<file path="src/rtl/dmem_port_arbiter_pkg.sv">
// Shared definitions for the data-memory port-B arbiter: state encoding and defaults.
package dmem_port_arbiter_pkg;

    typedef enum logic {
        ARB_RUN    = 1'b0,
        ARB_HALTED = 1'b1
    } arb_state_t;

    localparam int         DEFAULT_MAX_WAIT = 4;
    localparam logic [7:0] WAIT_SAT         = 8'hFF;

endpackage

</file>
<file path="src/rtl/dmem_port_arbiter.sv">
// Arbitrates BRAM port B between the core EX-stage load/store path and a host requester,
// with core priority, a host starvation guard and a halt mode giving the host exclusive access.
module dmem_port_arbiter
    import dmem_port_arbiter_pkg::*;
#(
    parameter int MAX_WAIT  = DEFAULT_MAX_WAIT,
    parameter bit BOOT_HALT = 1'b1
) (
    input  logic        clk,
    input  logic        rst,
    input  logic        core_req,
    input  logic [3:0]  core_we,
    input  logic [31:0] core_addr,
    input  logic [31:0] core_wdata,
    output logic        core_stall,
    input  logic        host_valid,
    output logic        host_ready,
    input  logic [3:0]  host_we,
    input  logic [31:0] host_addr,
    input  logic [31:0] host_wdata,
    output logic        host_rvalid,
    output logic [31:0] host_rdata,
    input  logic        host_halt_req,
    output logic        host_halted,
    output logic [3:0]  bram_we,
    output logic [31:0] bram_addr,
    output logic [31:0] bram_di,
    input  logic [31:0] bram_do
);

    localparam arb_state_t RESET_STATE = BOOT_HALT ? ARB_HALTED : ARB_RUN;
    localparam logic [7:0] MAX_WAIT_L  = 8'(MAX_WAIT);

    arb_state_t  state_reg;
    logic [7:0]  wait_cnt_reg;
    logic        rd_pend_reg;

    logic        force_grant;
    logic        host_gnt;
    logic        core_served;

    assign force_grant = (wait_cnt_reg >= MAX_WAIT_L);

    always_comb begin
        host_gnt   = 1'b0;
        core_stall = 1'b0;
        if (state_reg == ARB_HALTED) begin
            host_gnt   = host_valid;
            core_stall = 1'b1;
        end else begin
            host_gnt   = host_valid & (~core_req | force_grant);
            core_stall = core_req & host_gnt;
        end
    end

    assign core_served = core_req & ~core_stall;
    assign host_ready  = host_gnt;

    // Idle cycles still present the core address with writes masked off: a harmless read.
    always_comb begin
        bram_we   = 4'h0;
        bram_addr = core_addr;
        bram_di   = core_wdata;
        if (host_gnt) begin
            bram_we   = host_we;
            bram_addr = host_addr;
            bram_di   = host_wdata;
        end else if (core_served) begin
            bram_we   = core_we;
        end
    end

    assign host_rvalid = rd_pend_reg;
    assign host_rdata  = rd_pend_reg ? bram_do : 32'h0;
    assign host_halted = (state_reg == ARB_HALTED);

    always_ff @(posedge clk) begin
        if (rst) begin
            state_reg    <= RESET_STATE;
            wait_cnt_reg <= 8'h00;
            rd_pend_reg  <= 1'b0;
        end else begin
            state_reg   <= host_halt_req ? ARB_HALTED : ARB_RUN;
            rd_pend_reg <= host_gnt & (host_we == 4'h0);
            // Count only cycles the host actually lost to the core while running.
            if ((state_reg == ARB_RUN) && host_valid && !host_gnt) begin
                wait_cnt_reg <= (wait_cnt_reg == WAIT_SAT) ? WAIT_SAT : wait_cnt_reg + 8'h01;
            end else begin
                wait_cnt_reg <= 8'h00;
            end
        end
    end

endmodule
</file>
<file path="config.mk">
export PLATFORM = sky130hd
export DESIGN_NAME = dmem_port_arbiter
export DESIGN_NICKNAME = d
export VERILOG_FILES = /design/src/rtl/dmem_port_arbiter_pkg.sv /design/src/rtl/dmem_port_arbiter.sv
export SDC_FILE = /design/constraint.sdc
export NUM_CORES = 1
export LEC_CHECK = 0
export CORE_AREA = 3 3 106 108
export CTS_BUF_LIST = sky130_fd_sc_hd__clkbuf_8
export CTS_CLUSTER_SIZE = 28
export DETAILED_ROUTE_END_ITERATION = 12
export DIE_AREA = 0 0 109 111
export DONT_BUFFER_PORTS = 1
export GPL_ROUTABILITY_DRIVEN = 0
export PLACE_DENSITY_LB_ADDON = 0.1
export SLEW_MARGIN = 20
export SYNTH_ARGS = -nofsm -noshare
export SYNTH_HDL_FRONTEND = slang
export SYNTH_SLANG_ARGS = --single-unit
export TNS_END_PERCENT = 20
</file>
<file path="constraint.sdc">
create_clock -name clk -period 1.9 [get_ports clk]
set_input_delay 0.38 -clock clk [delete_from_list [all_inputs] [get_ports clk]]
set_output_delay 0.38 -clock clk [all_outputs]
set_load 0.01 [all_outputs]
</file>
* Word-level counts from Yosys, hierarchy flattened
Cells that the tools add are included.
** Cells by class
- Equal/unequal tests :: 1
- Bitwise operators :: 9
- Add/sub/neg operators :: 1
- Shift operators :: 0
- Div/mod/pow operators :: 0
- $mul :: 0
- Reduce and logical (&&, ||, !) cells :: 5
- Muxes and demuxes :: 9
- Order comparisons :: 1
** Operators by type and width (count)
- $mux 32 :: 3
- $add 8x1->8 const B :: 1
- $eq 8x8->1 const B :: 1
- $ge 8x3->1 const B :: 1
- $mux 4 :: 2
- $mux 8 :: 1
- $and 1x1->1 :: 4
- $logic_not 4->1 :: 1
- $not 1->1 :: 4
- $mux 1 :: 3
- $logic_and 1x1->1 :: 2
- $reduce_or 2->1 :: 1
- $logic_not 1->1 :: 1
- $or 1x1->1 :: 1
** Storage, ports and cells
- Word-level logic and storage cells :: 29
- RAM bits :: 0
- Output and inout bits :: 104
- Bits in registers :: 10
- Input port bits :: 173
- Memories kept :: 0
- Memory bits (read-only) :: 0
- Bits in latches :: 0

* Longest topological paths before layout
- Word-level depth :: 9
- Depth in mapped cells :: 5
- Gate-level depth less buffers :: 4

* Worst setup path after synthesis
No wires, ideal clock.
- Path kind :: register -> output
- Start :: reg wait_cnt_reg[4]
- End :: out bram_addr[0]
- Data required time :: 1.520 ns
- Arrival :: 1.673 ns
- Stages on the path, launching flop included :: 6
- Path buffers :: 2
- Setup slack :: -0.153 ns
- Cells stage by stage :: dfxtp_1 or4_4 o21ai_4 buf_8 buf_12 mux2_4
** Between the ends
- Longest elaborated chain between the ends :: 5
** Ends and longest elaborated chain
- start: declaration :: line dmem_port_arbiter.sv:35 : logic [7:0] wait_cnt_reg;
- start signal: assignment :: line dmem_port_arbiter.sv:87 : wait_cnt_reg <= (wait_cnt_reg == WAIT_SAT) ? WAIT_SAT : wait_cnt_reg + 8'h01;
- $ge 8x3->1 :: line dmem_port_arbiter.sv:42 : assign force_grant = (wait_cnt_reg >= MAX_WAIT_L);
- $or 1x1->1 :: line dmem_port_arbiter.sv:51 : host_gnt = host_valid & (~core_req | force_grant);
- $and 1x1->1 :: line dmem_port_arbiter.sv:51
- $mux 1 :: line dmem_port_arbiter.sv:47 : if (state_reg == ARB_HALTED) begin
- $mux 32 :: line dmem_port_arbiter.sv:64 : if (host_gnt) begin
- end: declaration :: line dmem_port_arbiter.sv:26 : output logic [31:0] bram_addr,
Every way passes these cells.

* Worst setup path after layout
- Start :: reg wait_cnt_reg[6]
- End :: out bram_di[31]
** Between the ends
- Longest elaborated chain between the ends :: 5
** Ends and longest elaborated chain
- $ge 8x3->1 :: line dmem_port_arbiter.sv:42
- $or 1x1->1 :: line dmem_port_arbiter.sv:51
- $and 1x1->1 :: line dmem_port_arbiter.sv:51
- $mux 1 :: line dmem_port_arbiter.sv:47
- $mux 32 :: line dmem_port_arbiter.sv:64
- end: declaration :: line dmem_port_arbiter.sv:27 : output logic [31:0] bram_di,
Every way passes these cells.

==> qor.json <==
{
  "run_status": "finished with violations",
  "failing_checks": "setup timing",
  "grt.total_usage": 0.104,
  "clk_pin_slew_ns": 0.05,
  "count_of_tritonroute_iterations_in_the_first_routing_pass": 4,
  "slew_headroom": 0.538,
  "fp.coreArea_um2": 10300,
  "synthSimpleGateAreaFrac": 0.175,
  "finalWirelength_um": 7490,
  "critical_path_arrival_ns": 1.97,
  "min-delay-path-class": "in -> reg",
  "number_of_primary_i_o_pins": 277,
  "fin_area_um2": 2050,
  "cts.htree.levels": 1,
  "grt_pass1_wl_um": 9320,
  "drv.max_cap_violation_count": 0,
  "placed_area_um2": 1730,
  "synth_adder_area_share": 0.0156,
  "syn-instance-count": 145,
  "fin_crit_sh": 1.24,
  "drc": 0,
  "layout-area-overhead-vs-synth_pct": 27.6,
  "cp_max_fo": 9,
  "worst_skew_pair.late_latency_ns": 0.23,
  "floorplan.die.width_um": 109,
  "clk_path_buf_depth": 2,
  "grt_antenna_before_repair": 3,
  "grt_max_degree": 34,
  "detailedPlacementHpwl_um": 6100,
  "layout.cells.most_common": "sky130_fd_sc_hd__mux2_4",
  "post-synth-top-area-fraction": 0.365,
  "layout.cells.most_common_list": "sky130_fd_sc_hd__mux2_4, sky130_fd_sc_hd__and2_1, sky130_fd_sc_hd__dfxtp_1",
  "initial_cell_density_of_the_core": 0.155,
  "final_antenna_net_count": 0,
  "post_synthesis_share_of_cell_area_spent_on_xor_and_xnor_gates": 0.00546,
  "post-route-util": 0.198,
  "synth_seq_cells": 10,
  "rsz_0062_raised_after_global_routing": "yes",
  "setup_ws_ns": -0.453,
  "routedWlPerCell_um": 25.4,
  "final_layout_size_suffix_gt1_frac": 0.567,
  "placement_rows": 37,
  "crit_required_ns": 1.52,
  "vias_per_cell": 4.18,
  "startpoint_class": "register",
  "cts_inserted_buffers": 3,
  "synth_cell_type_count": 25,
  "ys_top_cells_by_area": "sky130_fd_sc_hd__mux2_4, sky130_fd_sc_hd__mux2_2, sky130_fd_sc_hd__and2_1, sky130_fd_sc_hd__dfxtp_1, sky130_fd_sc_hd__buf_12",
  "clock-root-buffer": "sky130_fd_sc_hd__clkbuf_8",
  "worst_hold_startpoint": "rst",
  "yosysSeqAreaShare": 0.125,
  "main_combinational_cell_family_by_area_after_synthesis": "multiplexers",
  "overall_die_area_um2": 12100,
  "synth.mux.area_fraction": 0.540,
  "transition_time_of_the_tightest_slew_check_pin_ns": 0.693,
  "setup.worst_path.start": "wait_cnt_reg[6]",
  "share_of_the_synthesized_area_in_compound_gates_ao_oa_aoi_oai": 0.0499,
  "p_leak_uw": 0.000926,
  "synth.largest_area_cell": "sky130_fd_sc_hd__mux2_4",
  "path_class": "reg -> out",
  "vdd_drop_max_mv": 0.289,
  "layout_min_cycle_time_ns": 2.35,
  "timing.rr.start": "wait_cnt_reg[6]",
  "max_clock_freq_mhz": 425,
  "slew_violations": 0,
  "endpoints_failing_hold": 0,
  "die_height_um": 111,
  "setup_viol": 69,
  "grt_overflow_total": 0,
  "tritoncts_clock_tree": "done",
  "vias_in_the_first_global_route": 1355,
  "dp_slack_ns": -0.345,
  "tritoncts_num_sinks": 10,
  "mappedNetlistArea_um2": 1610,
  "end_kind": "output port",
  "post_cts_hold_buffer_count": 0,
  "ys_warn_count": 0,
  "finish.net_count": 334,
  "post_synth.cell_area_avg_um2": 11.1,
  "initialDrtViolationCount": 39,
  "rrSetupSlack_ns": 0.16,
  "clock_skew_ns": 0.00373,
  "largest_register_ff_count": 8,
  "pwr_density_cell_nw_per_um2": 406,
  "num_vias": 1234,
  "io_buffers": 0
}
-- final cells by class --
class / count / area (µm²)
multi-input cells: 124 / 1360
fillers: 1110 / 8280
clock buffers: 3 / 41.3
diodes: 2 / 5.00
repair buffers: 15 / 249
well taps: 136 / 170
flip-flops and latches: 10 / 201
inverters: 5 / 18.8
-- repair_timing --
| item | 4_1_cts | 5_1_grt |
|---|---|---|
| gates cloned | 3 | 3 |
| setup buffers | 2 | 1 |
| gates resized for setup | 3 | 26 |
| setup endpoints to repair | 69 | 70 |
| pin swaps | 1 | 5 |
-- path summary, 6_finish.rpt --
| path | to | cells after the start |
|---|---|---|
| hold / removal | host_rvalid | 1 |
| setup reg to reg | wait_cnt_reg[1] | 4 |
| hold reg to reg | wait_cnt_reg[0] | 1 |
| setup / recovery | bram_di[31] | 5 |
-- power breakdown --
part	internal (µW)	total (µW)	switching, µW	leakage (µW)
clock network	138	213	74.9	0.0000216
registers	218	223	4.88	0.0000828
logic	222	396	173	0.000822
total	578	831	253	0.000926
-- critical path, cell delays in order (launching register included) --
cell,delay [ns]
sky130_fd_sc_hd__dfxtp_2,0.31
sky130_fd_sc_hd__or4_4,0.55
sky130_fd_sc_hd__o21ai_4,0.20
sky130_fd_sc_hd__buf_8,0.16
sky130_fd_sc_hd__buf_12,0.14
sky130_fd_sc_hd__mux2_2,0.37
-- cells by family (layout without fill, tap and decap cells) --
logic type	Yosys count	in the layout
simple gates	42	42
fa+ha+maj	2	2
mux	64	64
xor+xnor	1	1
flops	10	10
buf+inv	15	23
other cells	1	7
compound gates	10	10
-- stage by stage --
stage	instances	TNS [ns]	hold WS [ns]	total power, µW
after global placement	281	-18.24	0.446	548
after global routing	294	-34.31	0.226	880
after floorplan	149	-7.66	0.431	528
after CTS	289	-32.97	0.225	797
final	295	-29.33	0.230	831
after detailed placement	281	-20.31	0.457	546
-- per-layer routing --
| layer | share of wire | GRT usage | wire, µm | vias to the layer above |
|---|---|---|---|---|
| met1 | 0.31 | 0.0994 | 2340 | 542 |
| met3 | 0.11 | 0.0210 | 791 | 11 |
| li1 | - | - | - | 538 |
| met4 | 0.013 | 0.0261 | 100 | 4 |
| met2 | 0.56 | 0.214 | 4230 | 139 |
| met5 | 0.0036 | 0 | 27 | - |
-- synthesized netlist by cell type --
cell type                  count
sky130_fd_sc_hd__nor3_1        1
sky130_fd_sc_hd__and4_1        1
sky130_fd_sc_hd__clkbuf_1      3
sky130_fd_sc_hd__and2_1       32
sky130_fd_sc_hd__o32ai_1       1
sky130_fd_sc_hd__dfxtp_1      10
sky130_fd_sc_hd__buf_4         2
sky130_fd_sc_hd__o21ai_4       1
sky130_fd_sc_hd__conb_1        1
sky130_fd_sc_hd__or4_4         1
sky130_fd_sc_hd__mux2_4       39
sky130_fd_sc_hd__a21oi_1       4
sky130_fd_sc_hd__nor2_1        2
sky130_fd_sc_hd__mux2_2       25
sky130_fd_sc_hd__or4b_4        2
sky130_fd_sc_hd__inv_2         1
sky130_fd_sc_hd__buf_12        4
sky130_fd_sc_hd__nand4_1       1
sky130_fd_sc_hd__a22o_1        4
sky130_fd_sc_hd__inv_1         4
sky130_fd_sc_hd__buf_8         1
sky130_fd_sc_hd__ha_1          2
sky130_fd_sc_hd__xnor2_1       1
sky130_fd_sc_hd__or4_1         1
sky130_fd_sc_hd__or2_2         1
Power figures use the tool's default switching activity.
==> patch, RTL diff (same flow settings) <==
Reset style: asynchronous (`rst`), changed in one clocked block.
--- a/src/rtl/dmem_port_arbiter.sv
+++ b/src/rtl/dmem_port_arbiter.sv
@@ -76,3 +76,3 @@
 
-    always_ff @(posedge clk) begin
+    always_ff @(posedge clk or posedge rst) begin
         if (rst) begin
Formal check against the unedited RTL: differs if rst is asserted again (counterexample within 4 cycles, from zero or initial values and one cycle with rst high); with rst held inactive, the same outputs for 10 cycles.
==> patch against the original RTL <==
- the flow still finishes with violations (setup timing)
- critical path depth down 1
- worst setup slack worse by 0.11 ns
- area after synthesis up 2.7%
- fmax down 4.5%
- total power up 0.26%
- final area down 7.5%
- sequential cell count unchanged
- register-to-register slack better by 0.05 ns
- die area unchanged
- routed wire length down 4.8%
- critical path type unchanged
- largest cell class unchanged
- highest routed layer is now met4
==> patch: results (changes against the original RTL) <==
status=finished, violations left; violated checks=setup timing; part of the power in registers=27.3% (+0.5 points); Met3 Wirelength=497 µm (-37%); portion of the post-synthesis area used by sequential elements=15.25% (+2.8 points); total wire length after detailed routing=7133 µm (-4.8%); total of fill cells in the finished design=1136 (+2.3%); total power divided by cell area=439.7 nW/µm² (+8.3%); global-route wire length before repair=9597 µm (+3.0%); Worst Slack Setup Final=-0.5631 ns (-0.1102 ns); path class of the lowest-slack min-delay path=primary input to async pin; share of flip-flops with an asynchronous set or reset after synthesis=100.0% (+100 points); Final nets=331 (-0.90%); maximum buffer depth of the clock tree=2 (unchanged); number of placement rows=37 (unchanged); maximum number of pins on one net before global-route repair=46 (+35%); internal power summed over all cells=0.0005804 W (+0.35%); power dissipated in the clock network=0.000259 W (+22%); Clk pin slew, worst setup/hold paths=0.05 ns (about the same); iteration-0 DRC count of the detailed router=60 (+54%); flip-flop count of the largest register, all copies and words added=8 (unchanged); via count=1211 (-1.9%); wire length on met2=4156 µm (-1.7%); final antenna diode count=0 (-2); worst-case headroom to the max-slew limit=56.52% (+2.8 points); area post-placement=1833 µm² (+6.2%); worst clock skew=0.001421 ns (-0.002307 ns); Leak Pwr=0.8314 nW (-10%); Global Route met1 Usage=10.81% (+0.86 points); buffer type at the clock tree root=sky130_fd_sc_hd__clkbuf_8; Post-CTS Setup Inserts=0 (-2); most used standard cells in the synthesized netlist=sky130_fd_sc_hd__mux2_4 (39), sky130_fd_sc_hd__and2_1 (32), sky130_fd_sc_hd__mux2_2 (25); length of the first detailed-routing pass in iterations=4 (unchanged); total negative slack=-35.28 ns (-5.947 ns); Cells after DPL=287 (+2.1%); wire length on met1=2403 µm (+2.7%); Worst VDD drop=446.1 µV (+54%); crit-path max FO=45 (+36); number of warnings printed during yosys synthesis=0 (unchanged); met2 track demand over resource in global routing=20.72% (-0.70 points); clock latency on the worst-skew pair=0.23 ns (about the same); met3 track demand over resource=2.155% (+0.058 points); Mapped Cells=146 (+0.69%); detailed-placement wirelength estimate=6662 µm (+9.3%); number of global-route vias before repair=1341 (-1.0%); predominant post-synthesis flop cell=sky130_fd_sc_hd__dfrtp_1; average wire length per cell after detail routing=24.51 µm (-3.5%); highest routing layer actually used=met4; fraction of final layout cells with drive strength greater than 1=54.84% (-1.8 points); final cell area excluding filler cells=1896 µm² (-7.5%); antenna violations before repair=0 (-3); total clock buffers created by CTS=3 (unchanged); Arr. time, crit path=2.08 ns (+0.11 ns); worst slack at placement=-0.3107 ns (+0.03473 ns); top post-synthesis cells by area=sky130_fd_sc_hd__mux2_4 (36%), sky130_fd_sc_hd__mux2_2 (17%), sky130_fd_sc_hd__dfrtp_1 (14%); All-Layer GR Usage=10.34% (-0.030 points); number of H-tree levels=1 (unchanged); total setup violations reported at the end of the flow=69 (unchanged); IO buf count=0 (unchanged)
patch: cell families (layout without fill, tap and decap cells):
logic type | count (synthesis) | count (layout) | share of synthesized area, %
DFF | 10 | 10 | 15.25
and+or+nand+nor | 41 | 41 | 16.09
muxes | 64 | 64 | 52.58
xor gates and xnor gates | 1 | 1 | 0.5312
AOI/OAI and AO/OA | 10 | 10 | 4.856
buffers and inverters | 17 | 22 | 8.952
adders and majority gates | 2 | 2 | 1.517
other | 1 | 5 | 0.2274
patch: what timing repair did:
action | in CTS | in global routing
gates resized for setup | 1 | 0
setup endpoints to repair | 70 | 70
pin swaps | 0 | 0
patch: final timing paths:
kind                                                start                   endpoint  slack (ns)
worst max-delay path            wait_cnt_reg[7]$_DFF_PP0_              bram_addr[31]       -0.56
worst min-delay path                                  rst  wait_cnt_reg[6]$_DFF_PP0_        0.01
worst max register to register  wait_cnt_reg[4]$_DFF_PP0_  wait_cnt_reg[0]$_DFF_PP0_        0.21
worst min register to register  wait_cnt_reg[0]$_DFF_PP0_  wait_cnt_reg[0]$_DFF_PP0_        0.49
max in group asynchronous                             rst      host_halted$_DFF_PP1_        1.57
min in group clk                            host_halt_req      host_halted$_DFF_PP1_        0.14
patch: critical path, stage by stage, from the launching register on:
cell and delay [ns]:
sky130_fd_sc_hd__dfrtp_1 0.37, sky130_fd_sc_hd__or4b_4 0.56, sky130_fd_sc_hd__o21ai_4 0.20, sky130_fd_sc_hd__buf_12 0.27, sky130_fd_sc_hd__mux2_2 0.41
patch: area by class of cell:
type / instances / share of cell area [%]
clock buffer: 4 / 2.904
inverter: 7 / 1.386
multi-input combinational: 123 / 67.13
sequential: 10 / 13.27
tap: 136 / 8.977
timing repair buffer: 11 / 6.337
